File: src/rtl/bitwise_pkg.sv
// Shared types and helpers for the bitwise pipeline: opcode encoding and popcount.
package bitwise_pkg;

  typedef enum logic [2:0] {
    OP_AND     = 3'd0,
    OP_OR      = 3'd1,
    OP_XOR     = 3'd2,
    OP_ANDN    = 3'd3,
    OP_LOAD    = 3'd4,
    OP_ACC_AND = 3'd5,
    OP_ACC_OR  = 3'd6,
    OP_ACC_XOR = 3'd7
  } op_t;

  // Widest operand the popcount helper handles; callers zero-extend into it.
  localparam int unsigned POP_MAX_W = 256;

  function automatic int unsigned popcount(input logic [POP_MAX_W-1:0] v);
    int unsigned cnt;
    cnt = 0;
    for (int unsigned i = 0; i < POP_MAX_W; i++) begin
      cnt += 32'(v[i]);
    end
    return cnt;
  endfunction

endpackage

File: src/rtl/bitwise_core.sv
// Combinational datapath: opcode-selected result and accumulator next value.
module bitwise_core
  import bitwise_pkg::*;
#(
  parameter int unsigned WIDTH = 8
) (
  input  op_t              op,
  input  logic [WIDTH-1:0] a,
  input  logic [WIDTH-1:0] b,
  input  logic [WIDTH-1:0] acc,
  output logic [WIDTH-1:0] result,
  output logic [WIDTH-1:0] acc_next,
  output logic             acc_we
);

  always_comb begin
    result   = '0;
    acc_next = acc;
    acc_we   = 1'b0;
    case (op)
      OP_AND:     result = a & b;
      OP_OR:      result = a | b;
      OP_XOR:     result = a ^ b;
      OP_ANDN:    result = a & ~b;
      OP_LOAD:    begin acc_next = a;       acc_we = 1'b1; result = acc_next; end
      OP_ACC_AND: begin acc_next = acc & a; acc_we = 1'b1; result = acc_next; end
      OP_ACC_OR:  begin acc_next = acc | a; acc_we = 1'b1; result = acc_next; end
      OP_ACC_XOR: begin acc_next = acc ^ a; acc_we = 1'b1; result = acc_next; end
      default:    result = '0;
    endcase
  end

endmodule

File: src/rtl/bitwise_pipe.sv
// Registered bitwise logic unit with accumulator, result flags and a
// one-entry valid/ready output stage.
module bitwise_pipe
  import bitwise_pkg::*;
#(
  parameter int unsigned WIDTH = 8,
  parameter int unsigned CNT_W = $clog2(WIDTH + 1)
) (
  input  logic             clk,
  input  logic             rst,
  input  logic             in_valid,
  output logic             in_ready,
  input  op_t              in_op,
  input  logic [WIDTH-1:0] in_a,
  input  logic [WIDTH-1:0] in_b,
  output logic             out_valid,
  input  logic             out_ready,
  output logic [WIDTH-1:0] out_data,
  output logic             out_zero,
  output logic             out_parity,
  output logic [CNT_W-1:0] out_popcnt
);

  logic [WIDTH-1:0] acc;
  logic [WIDTH-1:0] result_c;
  logic [WIDTH-1:0] acc_next_c;
  logic             acc_we_c;
  logic             accept_c;

  bitwise_core #(.WIDTH(WIDTH)) u_core (
    .op       (in_op),
    .a        (in_a),
    .b        (in_b),
    .acc      (acc),
    .result   (result_c),
    .acc_next (acc_next_c),
    .acc_we   (acc_we_c)
  );

  // The output slot can take a new result when empty or draining this cycle.
  assign in_ready = !out_valid || out_ready;
  assign accept_c = in_valid && in_ready;

  // Output stage, flags and accumulator all move together on accept.
  always_ff @(posedge clk) begin
    if (rst) begin
      out_valid  <= 1'b0;
      out_data   <= '0;
      out_zero   <= 1'b0;
      out_parity <= 1'b0;
      out_popcnt <= '0;
      acc        <= '0;
    end else if (accept_c) begin
      out_valid  <= 1'b1;
      out_data   <= result_c;
      out_zero   <= (result_c == '0);
      out_parity <= ^result_c;
      out_popcnt <= CNT_W'(popcount(POP_MAX_W'(result_c)));
      if (acc_we_c) begin
        acc <= acc_next_c;
      end
    end else if (out_ready) begin
      out_valid <= 1'b0;
    end
  end

endmodule

File: config.mk
export PLATFORM = sky130hd
export DESIGN_NAME = bitwise_pipe
export DESIGN_NICKNAME = d
export VERILOG_FILES = /design/src/rtl/bitwise_pkg.sv /design/src/rtl/bitwise_core.sv /design/src/rtl/bitwise_pipe.sv
export SDC_FILE = /design/constraint.sdc
export NUM_CORES = 1
export LEC_CHECK = 0
export ABC_AREA = 1
export CORE_AREA = 2 2 70 72
export DETAILED_ROUTE_END_ITERATION = 7
export DIE_AREA = 0 0 72 74
export PLACE_DENSITY = 0.76
export SYNTH_ARGS = -nofsm -noshare
export SYNTH_HDL_FRONTEND = slang
export SYNTH_SLANG_ARGS = --single-unit
File: constraint.sdc
create_clock -name clk -period 4 [get_ports clk]
set_input_delay 0.8 -clock clk [delete_from_list [all_inputs] [get_ports clk]]
set_output_delay 0.8 -clock clk [all_outputs]
set_load 0.01 [all_outputs]
==> Word level (Yosys, flattened, before mapping) <==
Cells that the tools add are included.
{ "word_totals": {"register_bits": 23, "latch_bits": 0, "mem_bits_rw": 0, "rom_bits": 0, "in_bits": 23, "out_inout_bits": 16, "wordCells": 43, "mem_count": 0} }
{ "classes": {"n_addsub": 7, "n_mul": 0, "div": 0, "magnitude_cmp": 0, "eq_ne": 7, "n_shift": 0, "mux": 5, "bitwise": 8, "reduce_logical": 10} }
{ "op_table": {"columns": ["cell", "count"], "rows": [
  ["$pmux W8 S8", 1],
  ["$pmux W8 S4", 1],
  ["$and A8 B8 Y8", 3],
  ["$add A4 B1 Y4", 4],
  ["$or A8 B8 Y8", 2],
  ["$xor A8 B8 Y8", 2],
  ["$eq A3 B3 Y1 const B", 4],
  ["$logic_not A8 Y1", 1],
  ["$not A8 Y8", 1],
  ["$reduce_xor A8 Y1", 1],
  ["$eq A3 B2 Y1 const B", 2],
  ["$add A3 B1 Y4", 1],
  ["$reduce_bool A4 Y1", 1],
  ["$reduce_or A4 Y1", 1],
  ["$add A2 B1 Y3", 1],
  ["$eq A3 B1 Y1 const B", 1],
  ["$logic_not A3 Y1", 1],
  ["$mux W1", 3],
  ["$reduce_and A3 Y1", 1],
  ["$add A1 B1 Y2", 1],
  ["$reduce_bool A2 Y1", 1],
  ["$logic_and A1 B1 Y1", 1],
  ["$logic_not A1 Y1", 1],
  ["$logic_or A1 B1 Y1", 1]
]} }

==> Logic depth before layout (Yosys ltp) <==
Gate-level depths: netlist of the first run.
{ "depth": {"word_depth": 10, "depth_mapped": 19} }

==> Cells and area by module <==
From an unflattened synthesis of the first run, not the netlist that was laid out.
{ "unflattened": {"cells_unflattened": 382, "area_unflattened_um2": 2402.3} }
{ "by_module_without_submodules": {"columns": ["mod", "instances", "cells_each", "area_per_inst_um2", "seq_area_each_um2"], "rows": [
  ["bitwise_core", 1, 214, 1209.9, 0.0],
  ["bitwise_pipe", 1, 168, 1192.4, 460.4]
]} }

==> Worst setup path before layout of the first run <==
OpenSTA, ideal clock, no wires.
{ "synth_timing": {"kind": "in2reg", "start": "input port in_op[2]", "end": "register out_popcnt[2]", "setup_time_ns": 0.070, "t_arrival_ns": 3.822, "path_slack_ns": 0.108, "stages": 17, "n_path_buf": 1, "cell_sequence": "inv_1 > buf_2 > nand3_1 > inv_1 > o21ai_0 > nand2_1 > inv_1 > fa_1 > inv_1 > fa_1 > fa_1 > inv_1 > ha_1 > inv_1 > fa_1 > xor2_1 > a21oi_1"} }
{ "synth_via": {"elab_chain_len": 9, "elab_cells_between_ends": 16} }
{ "synth_lines": {"columns": ["element", "line_no", "rtl"], "rows": [
  ["from (decl)", "bitwise_pipe.sv:13", "input op_t in_op,"],
  ["$eq A3 B3 Y1, or another cell as far along", "bitwise_core.sv:20", "case (op)"],
  ["$pmux W8 S8 (*)", "bitwise_core.sv:20", null],
  ["net result_c[0]", "bitwise_pipe.sv:25", "logic [WIDTH-1:0] result_c;"],
  ["$add A1 B1 Y2 (*)", "bitwise_pkg.sv:22", "cnt += 32'(v[i]);"],
  ["$add A2 B1 Y3 (*)", "bitwise_pkg.sv:22", null],
  ["$add A3 B1 Y4 (*)", "bitwise_pkg.sv:22", null],
  ["$add A4 B1 Y4 (*) (4 in series)", "bitwise_pkg.sv:22", null],
  ["to (signal assigned)", "bitwise_pipe.sv:58", "out_popcnt <= CNT_W'(popcount(POP_MAX_W'(result_c)));"],
  ["to (decl)", "bitwise_pipe.sv:21", "output logic [CNT_W-1:0] out_popcnt"]
]} }
The timed path passes the listed nets; every way through them passes the cells marked *.
A chain may end at the register's enable or synchronous reset.

==> Worst setup path in the final report of the first run <==
{ "layout_timing": {"start": "input port in_op[1]", "end": "register acc[0]"} }
{ "layout_via": {"elab_chain_len": 4, "elab_cells_between_ends": 9} }
{ "layout_lines": {"columns": ["element", "line_no", "rtl"], "rows": [
  ["$eq A3 B3 Y1", "bitwise_core.sv:20", null],
  ["$reduce_or A4 Y1 (no source line)", null, null],
  ["$mux W1", "bitwise_core.sv:20", null],
  ["$reduce_and A3 Y1 (no source line)", null, null],
  ["to (signal assigned)", "bitwise_pipe.sv:60", "acc <= acc_next_c;"],
  ["to (decl)", "bitwise_pipe.sv:24", "logic [WIDTH-1:0] acc;"]
]} }
Parallel ways exist; a longest one is shown, timed or not.

==> metrics.txt, run 1 <==
initial detailed-routing violation count roughly 310; Final Worst Setup Slack -5.77 ps; library cells used by synthesis 23; critical path startpoint in_op[1]; reg2reg setup slack 140 ps; post-route minimum period 4010 ps; maximum resistive drop on vdd about 0.27 mV; Post-Synthesis Mean Instance Area 6.54 um2; Die Y-Extent 74 um; maximum root-to-sink buffer count 2; violated checks setup timing; Yosys warning count 0; number of top-level design ports 39; dominant cell by count in the synthesized netlist inv_1; kind of end point of the critical path flip-flop; cell taking the most area after synthesis dfxtp_1; number of global-route vias before repair 2,815; r2r worst-path depth 26; gp weighted congestion 0.869; total inserted antenna cells 0; register area share after synthesis 21.4%; GR Util All Layers between 30% and 40%; kind of launch point of the worst setup path primary input; Critical R2R Capture acc[0]$_SDFFE_PP0P_; detail-routed via count per cell approximately 6.0; Tightest Hold Check Type reg2reg; total power of the final layout between 1 and 1.5 mW; RSZ-0062 raised after global routing true; Final Max Tran Viols 0; CTS tree yes; Setup Slack @ Placement -649 ps; fraction of synthesis flops using an asynchronous set or reset pin 0%; highest net fanout along the worst path 6; arrival time at the worst endpoint roughly 4200 ps; CTS Root Buffer Type clkbuf_8; power per unit of standard cell area 282 nW/um2; layout overhead on the synthesized area 67.7%; antenna violations before repair 0; worst slew pin tran 838 ps; top post-synthesis cells by count inv_1 (63), nand2_1 (53), nand3_1 (43); area inside the core boundary 4600 um2; portion of the clock cycle consumed by the worst path in the final layout 100%; worst clock skew 3.14 ps; Max Cap Violations 0; Syn Inst Count 329; DP Cell Count 460; critical path required time between 4000 and 5000 ps; Reg2Reg Launch Point acc[0]$_SDFFE_PP0P_; Worst setup endpoint acc[0]$_SDFFE_PP0P_; cts bufs inserted 3; filler-free cell count of the finished design 512; number of flops mapped to enable cells by yosys 0; half-perimeter wire length of the detailed placement result 4700 um; largest net degree at the start of global routing 27; Rows 25; Detailed Routing Iterations Pass 1 7; # setup viols final 2; Max Freq 250 MHz; DRC violation count after routing 0; die outline area 5330 um2; fraction of synthesized cell area taken by the top area cell type 21.4%; total gr overflow 0; critical path type in2reg; synth top area cells dfxtp_1 (21%), ha_1 (18%), inv_1 (11%), nand3_1 (10%), nand2_1 (9.2%); Placed Instance Area 2910 um2; remaining antenna violation count 0; net total in the final layout around 520; global-route wire length before repair 13,100 um; Clock Sink Count 23; dominant register cell in the synthesized netlist dfxtp_1; maximum level of the CTS H-tree 1; width of the die 72 um; Slew headroom a little over two fifths; final design instance area without fill 3610 um2; Post-Route WL 9990 um; proportion of layout cells with a drive suffix above 1 36.5%; clock slew at reported path FFs roughly 90 ps; count of state elements after synthesis 23; hold buffer count at CTS 0; synthesized netlist net count 387; post-detailed-route wirelength per cell around 20 um; starting utilization of the core area 46.8%; Static Leakage between 1.5 and 2 nW; port bufs 38; clock insertion delay at the later pin of the skew report between 200 and 300 ps; outcome complete, but fails checks; final hold violation count 0; area of the mapped netlist 2150 um2; post-route setup TNS -8.26 ps; total number of vias 3,070
final cells by class:
cell class,instances,area (um2)
Multi-Input combinational cell,233,1670
Timing Repair Buffer,134,1110
Fill cell,286,990
Sequential cell,23,460
Inverter,64,253
Tap cell,54,67.6
Clock buffer,3,41.3
Clock inverter,1,5.00
where the power goes:
group          internal [mW]  leakage, nW  total, mW  switching [mW]
clock                 0.0702       0.0255      0.161          0.0908
combinational          0.287         1.59      0.585           0.298
sequential             0.254        0.190      0.271          0.0167
worst max-delay path, stage by stage:
cell and delay [ps]:
buf_6 130, nand2_4 80, buf_4 150, nor3_2 210, nor2_4 80, buf_4 140, buf_4 120, buf_4 120
buf_4 120, buf_4 120, buf_4 120, buf_4 130, buf_4 130, buf_4 120, buf_4 120, buf_4 130
buf_4 130, buf_4 140, buf_4 130, buf_4 120, buf_4 130, buf_4 130, buf_4 120, buf_4 120
buf_4 120, buf_4 130, a21oi_2 110
stage by stage:
step | hold WS, ps | util (%)
floorplan | 511 | -
global placement | 489 | 63.4
detailed placement | 504 | 63.4
CTS | 526 | 72.2
global route | 549 | 78.5
finish | 529 | 78.5
cells in the final DEF, fill, tap and decap left out, drive strengths merged:
cell type | netlist | final
clkdlybuf4s50 | 0 | 29
nor2 | 43 | 43
ha | 31 | 31
nor3 | 1 | 1
clkdlybuf4s15 | 0 | 2
and2 | 4 | 4
a211oi | 7 | 7
buf | 6 | 101
xor2 | 3 | 3
nand2 | 53 | 53
clkbuf | 3 | 5
a31oi | 1 | 1
inv | 63 | 63
xnor2 | 2 | 2
nand4 | 9 | 9
fa | 4 | 4
nand3 | 44 | 44
a21oi | 12 | 12
dfxtp | 23 | 23
o21ai | 19 | 19
clkinv | 1 | 2
worst min path at each step:
stage	slack, ps	cells after the start	startpoint	endpoint
after CTS	530	2	out_popcnt[0]$_SDFFE_PP0P_	out_popcnt[0]$_SDFFE_PP0P_
final	530	2	out_valid$_SDFFE_PP0P_	out_valid$_SDFFE_PP0P_
after global placement	490	2	out_popcnt[0]$_SDFFE_PP0P_	out_popcnt[0]$_SDFFE_PP0P_
after global routing	550	2	out_valid$_SDFFE_PP0P_	out_valid$_SDFFE_PP0P_
after floorplan	510	2	out_popcnt[0]$_SDFFE_PP0P_	out_popcnt[0]$_SDFFE_PP0P_
after detailed placement	500	2	out_popcnt[0]$_SDFFE_PP0P_	out_popcnt[0]$_SDFFE_PP0P_
metal layers:
metal / vias to the layer above / GRT usage (%) / wire length (um)
li1: 1313 / - / -
met1: 1396 / 35.8 / 3530
met2: 282 / 56.5 / 4670
met3: 79 / 5.28 / 1020
met4: 0 / 21.6 / 765
met5: - / 0 / 0
registers in the layout, indices dropped and copies added (netlist names):
register	cells
out_data	8
acc	8
out_valid	1
out_zero	1
out_parity	1
out_popcnt	4
cell families (layout without fill, tap and decap cells):
logic type	after synthesis	after routing	synth area share (%)
AOI/OAI and AO/OA	39	39	9.94
xor gates and xnor gates	5	5	2.04
adders and majority gates	35	35	21.7
buffers and inverters	73	202	13.3
DFF	23	23	21.4
and+or+nand+nor	154	154	31.6
what timing repair did:
| action | CTS | global route |
|---|---|---|
| gates cloned | 0 | 0 |
| gates resized for setup | 58 | 65 |
| endpoints found under the setup margin | 3 | 6 |
| setup buffers | 39 | 11 |
| pin swaps | 12 | 24 |
Note: power is estimated with default switching activity, not from simulation.
==> run 2: changes to the inputs <==
--- a/config.mk
+++ b/config.mk
@@ -5,11 +5,11 @@
 export SDC_FILE = /design/constraint.sdc
 export NUM_CORES = 1
 export LEC_CHECK = 0
-export ABC_AREA = 1
-export CORE_AREA = 2 2 70 72
+export CORE_AREA = 2 2 74 76
 export DETAILED_ROUTE_END_ITERATION = 7
-export DIE_AREA = 0 0 72 74
-export PLACE_DENSITY = 0.76
+export DIE_AREA = 0 0 76 78
+export PLACE_DENSITY = 0.74
 export SYNTH_ARGS = -nofsm -noshare
 export SYNTH_HDL_FRONTEND = slang
 export SYNTH_SLANG_ARGS = --single-unit
+export TNS_END_PERCENT = 1
==> metrics.txt, run 2 <==
clock power share 16.6%; maximum resistive drop on vdd 0.143 mV; fraction of power spent switching nets 36.9%; count of state elements after synthesis 23; clock slew at reported path FFs 90 ps; # setup viols final 3; maximum level of the CTS H-tree 1; top post-synthesis cells by count inv_1 (35), ha_1 (31), nor2_1 (25); Rows 26; port bufs 38; starting utilization of the core area between 40% and 50%; kind of launch point of the worst setup path primary input; RSZ-0062 raised after global routing true; outcome complete, but fails checks; fraction of synthesis flops using an asynchronous set or reset pin 0%; final design instance area without fill 3560 um2; Detailed Routing Iterations Pass 1 4; remaining antenna violation count 0; most common library cell in the layout ignoring fill and taps buf_4; Max Cap Violations 0; Hold Path Cell Cnt 2; number of top-level design ports 39; DP Cell Count 426; cell taking the most area after synthesis dfxtp_1; Clock Sink Count 23; Tightest Hold Check Type reg2reg; final hold violation count 0; power per unit of standard cell area roughly 270 nW/um2; clock insertion delay at the later pin of the skew report 280 ps; CTS tree yes; half-perimeter wire length of the detailed placement result 4640 um; Critical R2R Capture out_popcnt[2]$_SDFFE_PP0P_; Static Leakage 1.55 nW; number of global-route vias before repair roughly 2,500; register area share after synthesis 19.2%; number of flops mapped to enable cells by yosys 0; critical path required time 4190 ps; detail-routed via count per cell 5.41; Syn Inst Count 286; Reg2Reg Launch Point acc[1]$_SDFFE_PP0P_; fraction of power consumed by combinational cells 55.2%; most frequent cells in the layout buf_4 (70), clkdlybuf4s50_1 (29), inv_1 (28), nor2_1 (25); sequence of cells on the critical path buf_2 -> buf_8 -> buf_4 -> nor2b_1 -> nand2_1 -> a31oi_1 -> nor2_1 -> fa_1 -> inv_1 -> fa_1 -> fa_1 -> inv_1 -> ha_2 -> inv_2 -> fa_2 -> xnor2_2 -> nand2_1 -> a21oi_2; share of power burned in registers 28.3%; maximum root-to-sink buffer count 2; Net Sw Power 0.350 mW; worst slew pin tran 1150 ps; post-detailed-route wirelength per cell 15.4 um; post-route setup TNS -452 ps; library cells used by synthesis 50; Die Y-Extent 78 um; critical path type in2reg; post-route minimum period around 4200 ps; CTS Root Buffer Type clkbuf_8; antenna violations before repair 0; Yosys warning count 0; synth top area cells dfxtp_1 (19%), ha_1 (16%), inv_1 (5.5%), a211oi_1 (4.7%), a21oi_1 (4.4%); kind of end point of the critical path flip-flop; width of the die 76 um; net total in the final layout 444; Slew headroom 23.4%; portion of the clock cycle consumed by the worst path in the final layout 106%; Most common cell on crit path fa_1; violated checks setup timing; initial detailed-routing violation count 103; reg2reg setup slack about 10 ps; Int Pwr 0.599 mW; Post-Route WL 7030 um; Placed Instance Area 3130 um2; fraction of synthesized cell area taken by the top area cell type 19.2%; filler-free cell count of the finished design 455; area of the mapped netlist between 2000 and 2500 um2; dominant register cell in the synthesized netlist dfxtp_1; total inserted antenna cells 0; end point of the most critical hold path out_zero$_SDFFE_PP0P_; gp weighted congestion 0.839; arrival time at the worst endpoint roughly 4400 ps; area inside the core boundary 5040 um2; GR Util All Layers 23.7%; critical path's largest stage delay 520 ps; source of the worst hold timing path out_zero$_SDFFE_PP0P_; Max Freq 236 MHz; CP max stage cell fa_1; Post-Synthesis Mean Instance Area roughly 8.4 um2; cts bufs inserted 3; worst clock skew 9.77 ps; Final Worst Setup Slack -234 ps; global-route wire length before repair 11,400 um; synthesized netlist net count ~340; highest net fanout along the worst path 10; hold buffer count at CTS 0; total gr overflow 0; DRC violation count after routing 0; largest registers acc: 8 flops, out_data: 8 flops, out_popcnt: 4 flops; largest net degree at the start of global routing 27; r2r worst-path depth 17; dominant cell by count in the synthesized netlist inv_1; proportion of layout cells with a drive suffix above 1 around 37%; total number of vias 2,460; die outline area approximately 6000 um2; Final Max Tran Viols 0; layout overhead on the synthesized area 48.0%
-- run 2: cell families after synthesis --
| family | after synthesis | synth area share, % |
|---|---|---|
| AO/OA/AOI/OAI | 76 | 27.3 |
| XOR/XNOR | 5 | 1.82 |
| adder cells (fa/ha/maj) | 35 | 19.5 |
| buffers and inverters | 55 | 11.0 |
| flip-flops | 23 | 19.2 |
| AND/OR/NAND/NOR | 92 | 21.2 |
-- run 2: area by class of cell --
cell class                 instances  area, um2
clock buffer                       3       41.3
clock inverter                     1       5.00
fill                             360       1480
inverter                          36        140
multi-input combinational        208       1860
sequential                        23        460
tap                               70       87.6
timing repair buffer             114        963
-- run 2: through the flow --
step	hold WS (ps)	utilization [%]	setup WS [ps]	power, mW
after floorplan	476	-	-129	0.545
after global placement	440	62.2	-725	0.691
after detailed placement	446	62.2	-848	0.707
after CTS	456	68.2	-191	0.901
after global routing	475	70.6	-379	1.00
final	451	70.6	-234	0.949
-- run 2: power groups by stage --
stage / registers (mW) / logic [mW] / clock network (mW)
global placement: 0.272 / 0.419 / 0
finish: 0.268 / 0.524 / 0.157
global route: 0.271 / 0.572 / 0.161
floorplan: 0.280 / 0.265 / 0
detailed placement: 0.272 / 0.435 / 0
CTS: 0.267 / 0.480 / 0.154
-- run 2: worst max-delay path, delay by kind of cell --
kind                       cells  cell delay, ps
and+or+nand+nor                4             460
buffers and inverters          6             640
adders and majority gates      5            1970
xor gates and xnor gates       1             150
AOI/OAI and AO/OA              2             400
-- run 2: per-layer routing --
layer | wire length (um) | GRT usage [%]
met1 | 2830 | 26.4
met2 | 3570 | 43.8
met3 | 321 | 4.19
met4 | 311 | 10.9
met5 | 0 | 0
-- run 2: worst max-delay path by stage --
stage / start / end / slack [ps]
2_1_floorplan: in_a[1] / out_popcnt[1]$_SDFFE_PP0P_ / -130
3_3_place_gp: in_a[1] / out_popcnt[2]$_SDFFE_PP0P_ / -720
3_5_place_dp: in_a[1] / out_popcnt[2]$_SDFFE_PP0P_ / -850
4_1_cts: in_a[1] / out_popcnt[2]$_SDFFE_PP0P_ / -190
5_1_grt: in_op[1] / out_popcnt[2]$_SDFFE_PP0P_ / -380
6_report: in_op[1] / out_popcnt[2]$_SDFFE_PP0P_ / -230
-- run 2: repair_timing --
item | CTS | global route
buffers inserted | 20 | 5
pin swaps | 19 | 20
endpoints found under the setup margin | 4 | 5
gates cloned | 1 | 0
gates resized for setup | 64 | 24
